$ cat config.mk
export PLATFORM = sky130hd
export DESIGN_NAME = gates7_logic_unit
export DESIGN_NICKNAME = d
export VERILOG_FILES = /design/src/rtl/gates7_logic_unit.sv
export SDC_FILE = /design/constraint.sdc
export NUM_CORES = 1
export LEC_CHECK = 0
export ABC_AREA = 1
export CAP_MARGIN = 20
export CORE_AREA = 2 2 101 103
export CTS_CLUSTER_DIAMETER = 80
export CTS_CLUSTER_SIZE = 10
export DETAILED_ROUTE_END_ITERATION = 8
export DIE_AREA = 0 0 103 105
export GPL_ROUTABILITY_DRIVEN = 0
export SYNTH_ARGS = -nofsm -noshare
export SYNTH_HDL_FRONTEND = slang
export SYNTH_SLANG_ARGS = --single-unit
$ cat constraint.sdc
create_clock -name clk -period 2.05 [get_ports clk]
set_input_delay 0.41 -clock clk [delete_from_list [all_inputs] [get_ports clk]]
set_output_delay 0.41 -clock clk [all_outputs]
set_load 0.005 [all_outputs]
$ cat src/rtl/gates7_logic_unit.sv
// Bitwise logic unit with valid/ready handshake, accumulator feedback,
// registered result flags and a completed-handshake counter.
module gates7_logic_unit #(
    parameter int WIDTH   = 8,
    parameter int COUNT_W = 16
) (
    input  logic               clk,
    input  logic               rst,
    input  logic               in_valid,
    output logic               in_ready,
    input  logic [WIDTH-1:0]   a,
    input  logic [WIDTH-1:0]   b,
    input  logic [2:0]         op,
    input  logic               acc_en,
    input  logic               acc_clr,
    output logic               out_valid,
    input  logic               out_ready,
    output logic [WIDTH-1:0]   f,
    output logic               zero,
    output logic               parity,
    output logic [COUNT_W-1:0] op_count
);

    localparam logic [2:0] OP_AND  = 3'd0;
    localparam logic [2:0] OP_OR   = 3'd1;
    localparam logic [2:0] OP_NAND = 3'd2;
    localparam logic [2:0] OP_NOR  = 3'd3;
    localparam logic [2:0] OP_XOR  = 3'd4;
    localparam logic [2:0] OP_XNOR = 3'd5;
    localparam logic [2:0] OP_NOTA = 3'd6;
    localparam logic [2:0] OP_PASS = 3'd7;

    logic [WIDTH-1:0] acc;
    logic [WIDTH-1:0] opb;
    logic [WIDTH-1:0] res;
    logic             accept;
    logic             deliver;

    // The slot frees up in the same cycle the consumer takes the result.
    assign in_ready = !out_valid || out_ready;
    assign accept   = in_valid && in_ready;
    assign deliver  = out_valid && out_ready;
    assign opb      = acc_en ? acc : b;

    always_comb begin
        res = '0;
        unique case (op)
            OP_AND:  res = a & opb;
            OP_OR:   res = a | opb;
            OP_NAND: res = ~(a & opb);
            OP_NOR:  res = ~(a | opb);
            OP_XOR:  res = a ^ opb;
            OP_XNOR: res = ~(a ^ opb);
            OP_NOTA: res = ~a;
            OP_PASS: res = a;
        endcase
    end

    always_ff @(posedge clk or posedge rst) begin
        if (rst) begin
            out_valid <= 1'b0;
            f         <= '0;
            zero      <= 1'b1;
            parity    <= 1'b0;
        end else if (accept) begin
            out_valid <= 1'b1;
            f         <= res;
            zero      <= ~|res;
            parity    <= ^res;
        end else if (out_ready) begin
            out_valid <= 1'b0;
        end
    end

    // Clear wins; the operation itself already saw the old value via opb.
    always_ff @(posedge clk or posedge rst) begin
        if (rst) begin
            acc <= '0;
        end else if (acc_clr) begin
            acc <= '0;
        end else if (accept) begin
            acc <= res;
        end
    end

    always_ff @(posedge clk or posedge rst) begin
        if (rst) begin
            op_count <= '0;
        end else if (deliver) begin
            op_count <= op_count + COUNT_W'(1);
        end
    end

endmodule

; ---- Word level (Yosys, flattened, before mapping)
; Index checks and enable logic that the tools add are counted.
[word_totals]
input_bits = 25
ff_bits = 35
wordCells = 37
out_inout_bits = 28
[op_classes]
eq_ne = 7
n_reduce_logical = 10
n_bitwise = 7
n_mux = 6
add_sub_neg = 1
[ops]
columns = op, count
row1 = $pmux 8 s8, 1
row2 = $not 8->8, 4
row3 = $mux 8, 3
row4 = $add 16x1->16 const B, 1
row5 = $eq 3x3->1 const B, 4
row6 = $and 8x8->8, 1
row7 = $or 8x8->8, 1
row8 = $reduce_or 8->1, 1
row9 = $reduce_xor 8->1, 1
row10 = $xor 8x8->8, 1
row11 = $eq 3x2->1 const B, 2
row12 = $reduce_bool 2->1, 2
row13 = $eq 3x1->1 const B, 1
row14 = $logic_not 3->1, 1
row15 = $logic_and 1x1->1, 2
row16 = $logic_not 1->1, 2
row17 = $mux 1, 2
row18 = $logic_or 1x1->1, 1

; ---- Depth between registers and ports, before layout
; Gate-level depths: netlist (run 1).
[depth]
depth_word = 6
depth_mapped = 15

; ---- Least setup slack after synthesis (run 1)
; OpenSTA, ideal clock, no wires.
[synth_timing]
path_type = input to register
start = in acc_en
end = reg parity
slack_ns = -0.184
path_buffers = 1
setup_time_ns = 0.128
arrival_ns = 2.106
stages = 14
path_cell_list = clkbuf_1 nand2_1 o21ai_0 ha_1 inv_1 nand4_1 nand2_1 nor2_1 nand2_1 nand2_2 ha_1 xnor2_1 xnor2_1 o21ai_0
[synth_via]
elab_chain_len = 5
[synth_lines]
columns = item, line_no
row1 = from (decl), 14  ; input logic acc_en,
row2 = $mux 8 *, 43  ; assign opb = acc_en ? acc : b;
row3 = "$xor 8x8->8, or another cell as far along", "52, 53"
row4 = $not 8->8 (on tied branches), "53, 50, 51"
row5 = $pmux 8 s8 *, 47  ; unique case (op)
row6 = $reduce_xor 8->1 *, 69  ; parity <= ^res;
row7 = to (signal assigned), 69
row8 = to (decl), 20  ; output logic parity,
; Mark *: on every way between the ends. The rest lies on a longest branch, timed or not.
; A chain may end at the register's enable or synchronous reset.

; ---- Worst setup path after layout (run 1)
; Ends and elaborated chain as after synthesis.

==> results by group, run 1 <==
Placed design
  – DP Area: 3870 sq um
  – I/O Buffers: 52
  – HPWL Detailed: 5540 um

Setup path
  – WP data required: 2.22 ns
  – Arr. time, crit path: 2.20 ns
  – CP delay by family, top: simple AND/OR/NAND/NOR gates
  – Setup crit start kind: input pin
  – Critical path type: in -> reg
  – Maximum fanout along the worst path: 8
  – Worst path max stage delay: 0.30 ns
  – Slowest CP cell: ha_1
  – Endpoint class of the critical path: register
  – CP Buf/Inv Count: 3
  – Crit-path cells: buf_4 > buf_12 > nand2_2 > o21ai_2 > ha_1 > inv_1 > nand4_1 > nand2_1 > nor2_1 > nand2_1 > nand2_2 > ha_4 > xnor2_2 > xnor2_1 > o21ai_1

Floorplan
  – Starting Density: 29.5%
  – Core Area: 9640 sq um
  – Height of the die: 105 um
  – FP Rows: 36
  – Die width: 103 um
  – Io pins: 53
  – Die ar.: 10800 sq um

Global route
  – Number of global-route vias before repair: 2742
  – Pin count of the biggest net entering global routing: 36
  – Initial antenna violation count: 0
  – First-pass GRT wire length: 12200 um
  – Total GRT Usage: 13.9%
  – GRT Residual Overflow: 0

Worst hold path
  – Hold crit path type: reg -> reg

Clocking
  – Later-pin clock latency in the skew report: 0.28 ns
  – TritonCTS buffer count: 5
  – CTS sink cnt: 35
  – CTS tree: done
  – CTS clk-pin slew, worst paths: 0.07 ns
  – H-tree levels: 2
  – CTS max path bufs: 2
  – Clock Tree Root: clkbuf_8
  – Hold-fix buffers, CTS: 0

Drt
  – Drt drc: 0
  – WL/cell: 11.9 um
  – Final wirelength: 7350 um
  – Vias: 2754
  – First drt pass iteration count: 5
  – DRT antenna net count: 0
  – Vias per cell: 4.47
  – Starting DRT DRC Count: 55

STA
  – Fmax: 491 MHz
  – Measured slew at the worst slew-check pin: 0.446 ns
  – Clock Skew: 0.00306 ns
  – RSZ-0062 raised after global routing: true
  – Final hold slack: 0.486 ns
  – Final Hold Viols: 0
  – Final slew viol count: 0
  – Endpoints failing setup: 0
  – Crit share post-route: 99.3%
  – Crit path time final: 2.04 ns
  – Worst slew margin: 70.3%

Yosys
  – EDFF count, synth: 0
  – Gate Count Post-Synth: 377
  – #FFs+latches synth: 35
  – Top_reg_cell synth: dfrtp_1
  – Post-synthesis cell area: 2840 sq um
  – Synth cell types: 30
  – Ys async rst share: 100%
  – Synthesized Nets: 423
  – Syn avg cell area: 7.53 sq um
  – Yosys warnings: 0
  – Seq/Total Area, Yosys: 30.9%

Finish
  – Area Overhead vs Synth: 49.0%
  – Antenna cells: 0
  – Share of the core filled with cells: 43.9%
  – FILL cells: 985
  – Fin nets: 528
  – Layout cell share with drive strength beyond 1: 29.0%
  – Cell area after layout: 4230 sq um

Power and ir drop
  – Total power: 2.56 mW
  – Sequential power share: 35.9%
  – Sw Share: 33.1%
  – Combinational Power Share: 42.8%
  – NetSw: 849 uW
  – Power Internal: 1.71 mW
  – Leakage: 2.18 nW
  – Clock share of power: 21.3%
  – Pwr Density: 606 nW/um^2
  – IR drop worst, VDD: 0.000324 V

Job
  – Max_cap viols: 0

Status
  – Outcome: completed
## power by group through the flow
stage	registers (mW)	clock network [mW]	logic, mW
6_report	0.921	0.546	1.10
5_1_grt	0.939	0.592	1.22
4_1_cts	0.921	0.567	1.09
3_5_place_dp	0.933	0	1.01
3_3_place_gp	0.929	0	0.990
2_1_floorplan	0.924	0	0.531
## final cells by class
| type | count | area (sq um) | share of cell area (%) |
|---|---|---|---|
| repair buffers | 111 | 1040 | 24.7 |
| clock buffers | 8 | 100 | 2.36 |
| well taps | 133 | 166 | 3.93 |
| flip-flops and latches | 35 | 877 | 20.7 |
| inverters | 65 | 253 | 5.97 |
| multi-input cells | 264 | 1790 | 42.4 |
## registers in the layout, summed over array words and instances, names as in the netlist
signal and count:
f 8, zero 1, acc 8, parity 1, op_count 16, out_valid 1
## synth_stat cells, types with 6 or more instances
master / instances / area, sq um
o21ai_0: 11 / 55.1
xnor2_1: 9 / 78.8
ha_1: 21 / 263
nand2_2: 8 / 50.1
dfrtp_1: 34 / 851
nand3_2: 6 / 60.1
nor2_1: 26 / 97.6
xor2_1: 8 / 70.1
inv_1: 63 / 236
nand4_1: 29 / 181
nand3_1: 19 / 95.1
nand3b_1: 12 / 90.1
nand2_1: 96 / 360
## through the flow
step,cells,setup slack [ns],setup TNS [ns]
after floorplan,377,-0.0183,-0.0183
after global placement,593,-0.696,-3.48
after detailed placement,593,-0.728,-4.05
after CTS,615,0.00115,0
after global routing,616,-0.110,-0.110
final,616,0.0138,0
## worst reg2reg max path, stage by stage (launching register included)
cell and delay [ns]:
dfrtp_1 0.37, inv_1 0.06, nand2_2 0.07, o21ai_4 0.07
ha_4 0.26, inv_1 0.03, nand4_1 0.07, nand2_1 0.05
nor2_1 0.11, nand2_1 0.10, nand2_2 0.11, ha_4 0.22
xnor2_2 0.17, xnor2_1 0.13, o21ai_1 0.07
## layer usage
layer	GRT usage, %	part of all wire, %	wire (um)	vias to the layer above
met5	0	0	0	-
met4	4.42	1.5	110	0
met3	1.81	5.3	393	14
met2	24.4	49	3590	81
met1	17.3	44	3250	1257
li1	-	-	-	1402
## placed cells by master, fill, tap and decap left out, drive strengths merged, types with 3 or more instances in the layout
cell           count
inv               62
ha                21
clkbuf             8
xor2               8
nand4             29
dfrtp             34
clkdlybuf4s50     32
nand3             26
nor2              34
dlygate4sd2       17
nand3b            12
o21ai             17
xnor2              9
buf               60
nand2            105
nor3               3
## cells by family after synthesis
kind of cell | share of synthesized area, %
AND/OR/NAND/NOR | 38.5
XOR/XNOR | 5.24
adder cells (fa/ha/maj) | 9.25
flip-flops | 30.9
AO/OA/AOI/OAI | 3.66
buffers and inverters | 12.4
## final timing paths
path | from | end | slack, ns | cells after the start
max | acc_en | parity$_DFFE_PP0P_ | 0.01 | 15
min | f[5]$_DFFE_PP0P_ | f[5]$_DFFE_PP0P_ | 0.49 | 2
max reg2reg | acc[1]$_DFFE_PP0P_ | parity$_DFFE_PP0P_ | 0.03 | 14
min reg2reg | f[5]$_DFFE_PP0P_ | f[5]$_DFFE_PP0P_ | 0.49 | 2
max in group asynchronous | rst | zero$_DFFE_PP1P_ | 1.17 | 3
min in group asynchronous | rst | op_count[13]$_DFFE_PP0P_ | 0.53 | 3
## timing repair
action | CTS | global route
pin swaps | 29 | 17
cloned | 1 | 0
endpoints found under the setup margin | 2 | 1
gates resized for setup | 42 | 18
hold endpoints to repair | 0 | 0
setup buffers | 13 | 1
(Power assumes the default switching activity.)
==> inputs of run 2 (changes only) <==
--- a/config.mk
+++ b/config.mk
@@ -5,13 +5,14 @@
 export SDC_FILE = /design/constraint.sdc
 export NUM_CORES = 1
 export LEC_CHECK = 0
-export ABC_AREA = 1
+export ABC_AREA = 0
 export CAP_MARGIN = 20
-export CORE_AREA = 2 2 101 103
+export CORE_AREA = 2 2 96 98
 export CTS_CLUSTER_DIAMETER = 80
 export CTS_CLUSTER_SIZE = 10
 export DETAILED_ROUTE_END_ITERATION = 8
-export DIE_AREA = 0 0 103 105
+export DIE_AREA = 0 0 98 100
+export DONT_BUFFER_PORTS = 1
 export GPL_ROUTABILITY_DRIVEN = 0
 export SYNTH_ARGS = -nofsm -noshare
 export SYNTH_HDL_FRONTEND = slang
==> run 2 against run 1 <==
The flow now finishes with violations (setup timing). Count of clock-buffer cells in the layout is 3 lower. Worst setup slack worse by 0.33 ns. Global-route usage is 2.4 points lower. Sequential power is 1% higher. Cell area is 31% lower. Clock skew is 0.0065 ns higher. Final cell count is 37% lower. Sequential cell count stayed put. Via count is 31% lower. Register-to-register slack worse by 0.35 ns. Largest cell class unchanged. Largest power group is now sequential cells.
==> results by group, run 2 <==
Yosys
  – Synth cell types: 43 (was 30)
  – EDFF count, synth: 0 (unchanged)
  – Synth top area share: 33.0% (was 30.0%)
  – Ys async rst share: 100% (unchanged)
  – #FFs+latches synth: 35 (unchanged)
  – Top cells by area, synth: dfrtp_1 33%, ha_1 10%, xnor2_1 7.5% (was dfrtp_1 30%, nand2_1 13%, ha_1 9.3%)
  – Syn avg cell area: 9.59 sq um (was 7.53 sq um)
  – Top_reg_cell synth: dfrtp_1 (unchanged)
  – Post-synthesis cell area: 2580 sq um (was 2840 sq um)
  – Synthesized Nets: 315 (was 423)
  – Most frequent cells after synthesis: 34 x dfrtp_1, 23 x nand2_1, 22 x xnor2_1 (was 96 x nand2_1, 63 x inv_1, 34 x dfrtp_1)
  – Yosys warnings: 0 (unchanged)
  – Seq/Total Area, Yosys: 34.0% (was 30.9%)
  – Most numerous cell in the Yosys netlist: dfrtp_1 (was nand2_1)
  – Largest area contributor in the synthesized netlist: dfrtp_1 (unchanged)
  – Gate Count Post-Synth: 269 (was 377)

Drt
  – Vias: 1895 (was 2754)
  – Starting DRT DRC Count: 83 (was 55)
  – Vias per cell: 4.86 (was 4.47)
  – Final wirelength: 5650 um (was 7350 um)
  – Drt drc: 0 (unchanged)
  – WL/cell: 14.5 um (was 11.9 um)
  – DRT antenna net count: 0 (unchanged)
  – First drt pass iteration count: 4 (was 5)

Finish
  – Largest Register: op_count (unchanged)
  – Antenna cells: 0 (unchanged)
  – Area Overhead vs Synth: 13.9% (was 49.0%)
  – Max reg flops: 16 (unchanged)
  – Fin nets: 324 (was 528)
  – Layout cell share with drive strength beyond 1: 18.6% (was 29.0%)
  – Biggest regs: op_count x16, acc x8, f x8 (unchanged)
  – Commonest non-fill, non-tap cells in the layout: 34 x dfrtp_1, 23 x nand2_1, 20 x xnor2_1, 20 x inv_1, 20 x ha_1 (was 91 x nand2_1, 53 x inv_1, 52 x buf_4, 34 x dfrtp_1, 32 x clkdlybuf4s50_1)
  – Cell area after layout: 2940 sq um (was 4230 sq um)
  – Commonest non-fill, non-tap cell in the layout: dfrtp_1 (was nand2_1)
  – FILL cells: 937 (was 985)

Floorplan
  – Starting Density: 29.0% (was 29.5%)
  – Core Area: 8890 sq um (was 9640 sq um)
  – FP Rows: 35 (was 36)
  – Die width: 98 um (was 103 um)
  – Io pins: 53 (unchanged)
  – Height of the die: 100 um (was 105 um)
  – Die ar.: 9800 sq um (was 10800 sq um)

Job
  – Max_cap viols: 0 (unchanged)

Clocking
  – TritonCTS buffer count: 5 (unchanged)
  – CTS sink cnt: 35 (unchanged)
  – CTS tree: done (unchanged)
  – H-tree levels: 2 (unchanged)
  – CTS max path bufs: 2 (unchanged)
  – Later-pin clock latency in the skew report: 0.29 ns (was 0.28 ns)
  – Clock Tree Root: clkbuf_8 (unchanged)
  – CTS clk-pin slew, worst paths: 0.08 ns (was 0.07 ns)

Setup path
  – Maximum fanout along the worst path: 2 (was 8)
  – CP Buf/Inv Count: 0 (was 3)
  – CP delay by family, top: adder cells (was simple AND/OR/NAND/NOR gates)
  – Crit-path cells: mux2i_2 > ha_1 > or3b_1 > a211o_1 > o221ai_2 > ha_1 > xnor2_2 > xnor2_1 > o21ai_1 (was buf_4 > buf_12 > nand2_2 > o21ai_2 > ha_1 > inv_1 > nand4_1 > nand2_1 > nor2_1 > nand2_1 > nand2_2 > ha_4 > xnor2_2 > xnor2_1 > o21ai_1)
  – WP data required: 2.22 ns (about the same)
  – Top cell by count, worst path: ha_1
  – RR Startpoint: acc[4]$_DFFE_PP0P_ (was acc[1]$_DFFE_PP0P_)
  – Crit path from: acc[4]$_DFFE_PP0P_ (was acc_en)
  – Arr. time, crit path: 2.54 ns (was 2.20 ns)
  – Endpoint class of the critical path: register (unchanged)
  – Worst path max stage delay: 0.40 ns (was 0.30 ns)
  – Critical path type: reg -> reg (was in -> reg)
  – Setup crit start kind: register (was input pin)
  – Slowest CP cell: dfrtp_1 (was ha_1)

STA
  – Crit path time final: 2.37 ns (was 2.04 ns)
  – Clock Skew: 0.00956 ns (was 0.00306 ns)
  – Endpoints failing setup: 2 (was 0)
  – Final slew viol count: 0 (unchanged)
  – Measured slew at the worst slew-check pin: 0.500 ns (was 0.446 ns)
  – Worst slew margin: 66.4% (was 70.3%)
  – Final Hold Viols: 0 (unchanged)
  – RSZ-0062 raised after global routing: true (unchanged)
  – Fmax: 422 MHz (was 491 MHz)
  – Final worst slack: -0.319 ns (was 0.0138 ns)
  – Crit share post-route: 116% (was 99.3%)

Global route
  – Total GRT Usage: 11.5% (was 13.9%)
  – Initial antenna violation count: 0 (unchanged)
  – Number of global-route vias before repair: 1813 (was 2742)
  – First-pass GRT wire length: 9050 um (was 12200 um)
  – GRT Residual Overflow: 0 (unchanged)
  – Pin count of the biggest net entering global routing: 47 (was 36)

Power and ir drop
  – IR drop worst, VDD: 0.000299 V (was 0.000324 V)
  – Power Internal: 1.48 mW (was 1.71 mW)
  – Sw Share: 30.8% (was 33.1%)
  – Sequential power share: 43.7% (was 35.9%)
  – Pwr Density: 728 nW/um^2 (was 606 nW/um^2)
  – Clock share of power: 29.0% (was 21.3%)
  – Combinational Power Share: 27.3% (was 42.8%)
  – NetSw: 658 uW (was 849 uW)
  – Leakage: 1.32 nW (was 2.18 nW)
  – Total power: 2.14 mW (was 2.56 mW)

Worst hold path
  – Hold crit path type: in -> async (was reg -> reg)

Placed design
  – I/O Buffers: 0 (was 52)
  – Dpl ws: -0.461 ns (was -0.728 ns)
  – HPWL Detailed: 4240 um (was 5540 um)
  – DP Area: 2740 sq um (was 3870 sq um)

Status
  – Outcome: finished, violations left (was completed)
  – Violated checks: setup timing
-- run 2: changes by cell type after synthesis, sizes merged, moves of 8 or more --
cell   before  now
a21oi       0   13
nand2     105   23
nand3      26    5
nor2       34    3
nand4      29    4
nor2b       0    9
inv        64   20
xnor2       9   22
mux2i       0    8
-- run 2: worst paths after layout --
path / to / slack, ns / depth (start not counted)
worst max-delay path: parity$_DFFE_PP0P_ / -0.32 / 9
worst min-delay path: op_count[1]$_DFFE_PP0P_ / 0.11 / 2
worst max register to register: parity$_DFFE_PP0P_ / -0.32 / 9
worst min register to register: op_count[15]$_DFFE_PP0P_ / 0.50 / 1
max in group asynchronous: zero$_DFFE_PP1P_ / 1.59 / 2
min in group clk: out_valid$_DFFE_PP0P_ / 0.24 / 1
-- run 2: repair_timing --
action                                  4_1_cts  5_1_grt
resized for setup                             3       10
endpoints found under the setup margin        2        6
buffers inserted                              0        2
pin swaps                                     4        4
hold buffers                                  0        0
-- run 2: power groups by stage --
| stage | combinational [mW] | sequential [mW] | clock, mW |
|---|---|---|---|
| 6_report | 0.585 | 0.934 | 0.620 |
| 3_5_place_dp | 0.538 | 0.949 | 0 |
| 3_3_place_gp | 0.524 | 0.948 | 0 |
| 4_1_cts | 0.559 | 0.937 | 0.644 |
| 5_1_grt | 0.666 | 0.952 | 0.682 |
| 2_1_floorplan | 0.457 | 0.905 | 0 |
-- run 2: cell families after synthesis --
kind of cell / count (synthesis) / share of synthesized area, %
flip-flops: 35 / 34.0
buffers and inverters: 35 / 6.50
XOR/XNOR: 34 / 11.5
multiplexers: 9 / 3.54
adder cells (fa/ha/maj): 21 / 10.2
AND/OR/NAND/NOR: 87 / 20.2
AO/OA/AOI/OAI: 48 / 14.0
-- run 2: area by class of cell --
type	count	area, sq um	area share [%]
sequential	35	877	29.9
inverter	20	75.1	2.56
multi-input combinational	199	1610	54.7
timing repair buffer	17	128	4.34
clock buffer	5	68.8	2.34
tap	111	139	4.73
clock inverter	3	43.8	1.49
-- run 2: stage by stage --
stage | cells | utilization (%) | setup TNS [ns] | hold slack [ns]
after global routing | 390 | 33.0 | -0.662 | 0.138
after detailed placement | 380 | 30.8 | -0.635 | 0.431
after global placement | 380 | 30.8 | -0.540 | 0.430
after CTS | 388 | 32.2 | -0.484 | 0.115
final | 390 | 33.0 | -0.378 | 0.110
after floorplan | 269 | - | -0.632 | 0.466
-- run 2: layer usage --
layer / part of all wire, % / global-route usage, % / vias to the layer above / wire length [um]
met5: 0 / 0 / - / 0
met1: 44 / 14.5 / 905 / 2480
met2: 49 / 18.6 / 30 / 2750
met3: 6.1 / 4.11 / 7 / 347
li1: - / - / 953 / -
met4: 1.5 / 3.21 / 0 / 82
==> inputs of run 3 (changes only) <==
--- a/config.mk
+++ b/config.mk
@@ -7,11 +7,12 @@
 export LEC_CHECK = 0
 export ABC_AREA = 0
 export CAP_MARGIN = 20
-export CORE_AREA = 2 2 96 98
+export CORE_AREA = 2 2 88 107
+export CTS_BUF_LIST = sky130_fd_sc_hd__clkbuf_4 sky130_fd_sc_hd__clkbuf_8
 export CTS_CLUSTER_DIAMETER = 80
 export CTS_CLUSTER_SIZE = 10
 export DETAILED_ROUTE_END_ITERATION = 8
-export DIE_AREA = 0 0 98 100
+export DIE_AREA = 0 0 90 109
 export DONT_BUFFER_PORTS = 1
 export GPL_ROUTABILITY_DRIVEN = 0
 export SYNTH_ARGS = -nofsm -noshare
==> run 3 against run 2 <==
The run still ends with setup timing left. Global-route usage grew 0.36 points. Wire length shrank 0.42%. Worst hold slack lost 0.069 ns. First-iteration DRC count shrank 55%. Count of clock-buffer cells in the layout grew 2. Sequential share of layout area is essentially flat. Sequential power is essentially flat. Clock skew shrank 0.0060 ns. Worst setup slack is essentially flat. Register-to-register slack is essentially flat. Combinational power grew 0.7%. Via count grew 1.2%. Critical endpoint unchanged.
==> results by group, run 3 (synthesis results as in run 2) <==
Global route
  – Pin count of the biggest net entering global routing: 47 (unchanged)
  – First-pass GRT wire length: 9470 um (was 9050 um)
  – GRT Residual Overflow: 0 (unchanged)
  – Total GRT Usage: 11.8% (was 11.5%)
  – Initial antenna violation count: 0 (unchanged)
  – Number of global-route vias before repair: 1948 (was 1813)

Power and ir drop
  – Sequential power share: 46.1% (was 43.7%)
  – Total power: 2.02 mW (was 2.14 mW)
  – Power Internal: 1.38 mW (was 1.48 mW)
  – Pwr Density: 688 nW/um^2 (was 728 nW/um^2)
  – Sw Share: 31.6% (was 30.8%)
  – NetSw: 638 uW (was 658 uW)
  – Clock share of power: 24.8% (was 29.0%)
  – Combinational Power Share: 29.1% (was 27.3%)
  – Leakage: 1.31 nW (was 1.32 nW)
  – IR drop worst, VDD: 0.000189 V (was 0.000299 V)

Floorplan
  – FP Rows: 38 (was 35)
  – Die ar.: 9810 sq um (was 9800 sq um)
  – Starting Density: 29.2% (was 29.0%)
  – Height of the die: 109 um (was 100 um)
  – Core Area: 8840 sq um (was 8890 sq um)
  – Io pins: 53 (unchanged)
  – Die width: 90 um (was 98 um)

Finish
  – Largest Register: op_count (unchanged)
  – Antenna cells: 0 (unchanged)
  – Cell area after layout: 2940 sq um (about the same)
  – Non-Filler Instances: 399 (was 390)
  – Fin nets: 324 (unchanged)
  – Max reg flops: 16 (unchanged)
  – Commonest non-fill, non-tap cell in the layout: dfrtp_1 (unchanged)
  – Commonest non-fill, non-tap cells in the layout: 34 x dfrtp_1, 23 x nand2_1, 21 x xnor2_1, 20 x inv_1, 20 x ha_1 (was 34 x dfrtp_1, 23 x nand2_1, 20 x xnor2_1, 20 x inv_1, 20 x ha_1)
  – Area Overhead vs Synth: 13.8% (was 13.9%)
  – Layout cell share with drive strength beyond 1: 17.9% (was 18.6%)
  – Biggest regs: op_count x16, acc x8, f x8 (unchanged)

STA
  – RSZ-0062 raised after global routing: true (unchanged)
  – Clock Skew: 0.00351 ns (was 0.00956 ns)
  – Crit path time final: 2.37 ns (about the same)
  – Endpoints failing setup: 2 (unchanged)
  – Crit share post-route: 116% (about the same)
  – Fmax: 422 MHz (about the same)
  – Final worst slack: -0.319 ns (about the same)
  – Worst slew margin: 68.4% (was 66.4%)
  – Final Hold Viols: 0 (unchanged)
  – Setup TNS: -0.370 ns (was -0.378 ns)
  – Measured slew at the worst slew-check pin: 0.470 ns (was 0.500 ns)
  – Final slew viol count: 0 (unchanged)

Clocking
  – CTS max path bufs: 2 (unchanged)
  – CTS tree: done (unchanged)
  – Clock Tree Root: clkbuf_8 (unchanged)
  – CTS sink cnt: 35 (unchanged)
  – H-tree levels: 2 (unchanged)
  – CTS clk-pin slew, worst paths: 0.07 ns (was 0.08 ns)
  – TritonCTS buffer count: 5 (unchanged)
  – Later-pin clock latency in the skew report: 0.28 ns (was 0.29 ns)
  – Hold-fix buffers, CTS: 0 (unchanged)

Placed design
  – DP Area: 2760 sq um (was 2740 sq um)
  – Dpl ws: -0.437 ns (was -0.461 ns)
  – HPWL Detailed: 4380 um (was 4240 um)
  – Placed cells: 390 (was 380)
  – I/O Buffers: 0 (unchanged)

Drt
  – Final wirelength: 5630 um (was 5650 um)
  – DRT antenna net count: 0 (unchanged)
  – Drt drc: 0 (unchanged)
  – Vias: 1918 (was 1895)
  – Vias per cell: 4.81 (was 4.86)
  – First drt pass iteration count: 4 (unchanged)
  – WL/cell: 14.1 um (was 14.5 um)
  – Starting DRT DRC Count: 37 (was 83)

Setup path
  – Endpoint class of the critical path: register (unchanged)
  – WP data required: 2.21 ns (was 2.22 ns)
  – Arr. time, crit path: 2.53 ns (was 2.54 ns)
  – Setup crit start kind: register (unchanged)
  – Maximum fanout along the worst path: 2 (unchanged)
  – Critical path type: reg -> reg (unchanged)

Status
  – Outcome: finished, violations left (unchanged)
  – Violated checks: setup timing (unchanged)

Job
  – Max_cap viols: 0 (unchanged)

Worst hold path
  – Hold crit path type: in -> async (unchanged)
run 3: worst paths after layout:
path	cells after the start	end	slack, ns	from
setup / recovery	11	parity$_DFFE_PP0P_	-0.32	acc[6]$_DFFE_PP0P_
hold / removal	2	op_count[6]$_DFFE_PP0P_	0.04	rst
setup reg to reg	11	parity$_DFFE_PP0P_	-0.32	acc[6]$_DFFE_PP0P_
hold reg to reg	1	op_count[15]$_DFFE_PP0P_	0.50	op_count[15]$_DFFE_PP0P_
max in group asynchronous	2	zero$_DFFE_PP1P_	1.72	rst
min in group clk	1	out_valid$_DFFE_PP0P_	0.23	in_valid
run 3: what timing repair did:
action | in CTS | in global routing
pin swaps | 1 | 6
setup endpoints to repair | 2 | 5
setup buffers | 0 | 1
resized for setup | 4 | 9
run 3: worst max-delay path, cell delays in order (launching register included):
cell     delay (ns)
dfrtp_1        0.39
mux2i_1        0.19
inv_1          0.06
ha_1           0.16
or2_0          0.20
a21o_1         0.19
and3_1         0.17
or2_1          0.21
ha_1           0.30
xnor2_1        0.17
xnor2_1        0.14
o21ai_1        0.07
run 3: layout make-up:
class,instances,area [sq um]
Inverter,20,75.1
Clock inverter,1,5.00
Tap cell,120,150
Timing Repair Buffer,17,128
Sequential cell,35,877
Clock buffer,7,83.8
Multi-Input combinational cell,199,1620
Fill cell,925,5910
run 3: per-stage QoR:
stage | hold WS [ns] | util [%]
detailed placement | 0.344 | 31.2
floorplan | 0.466 | -
CTS | 0.0409 | 32.3
global placement | 0.356 | 31.2
finish | 0.0410 | 33.2
global route | 0.0626 | 33.2
run 3: per-layer routing:
| metal | part of all wire [%] | global-route usage (%) |
|---|---|---|
| met2 | 48 | 20.4 |
| met1 | 40 | 12.8 |
| met3 | 8.8 | 4.84 |
| met4 | 2.3 | 5.60 |
| met5 | 0 | 0 |
run 3: power by group through the flow:
stage          combinational, mW  clock [mW]  sequential (mW)
2_1_floorplan              0.457           0            0.905
3_3_place_gp               0.526           0            0.946
3_5_place_dp               0.544           0            0.947
4_1_cts                    0.565       0.512            0.935
5_1_grt                    0.668       0.545            0.955
6_report                   0.589       0.501            0.931
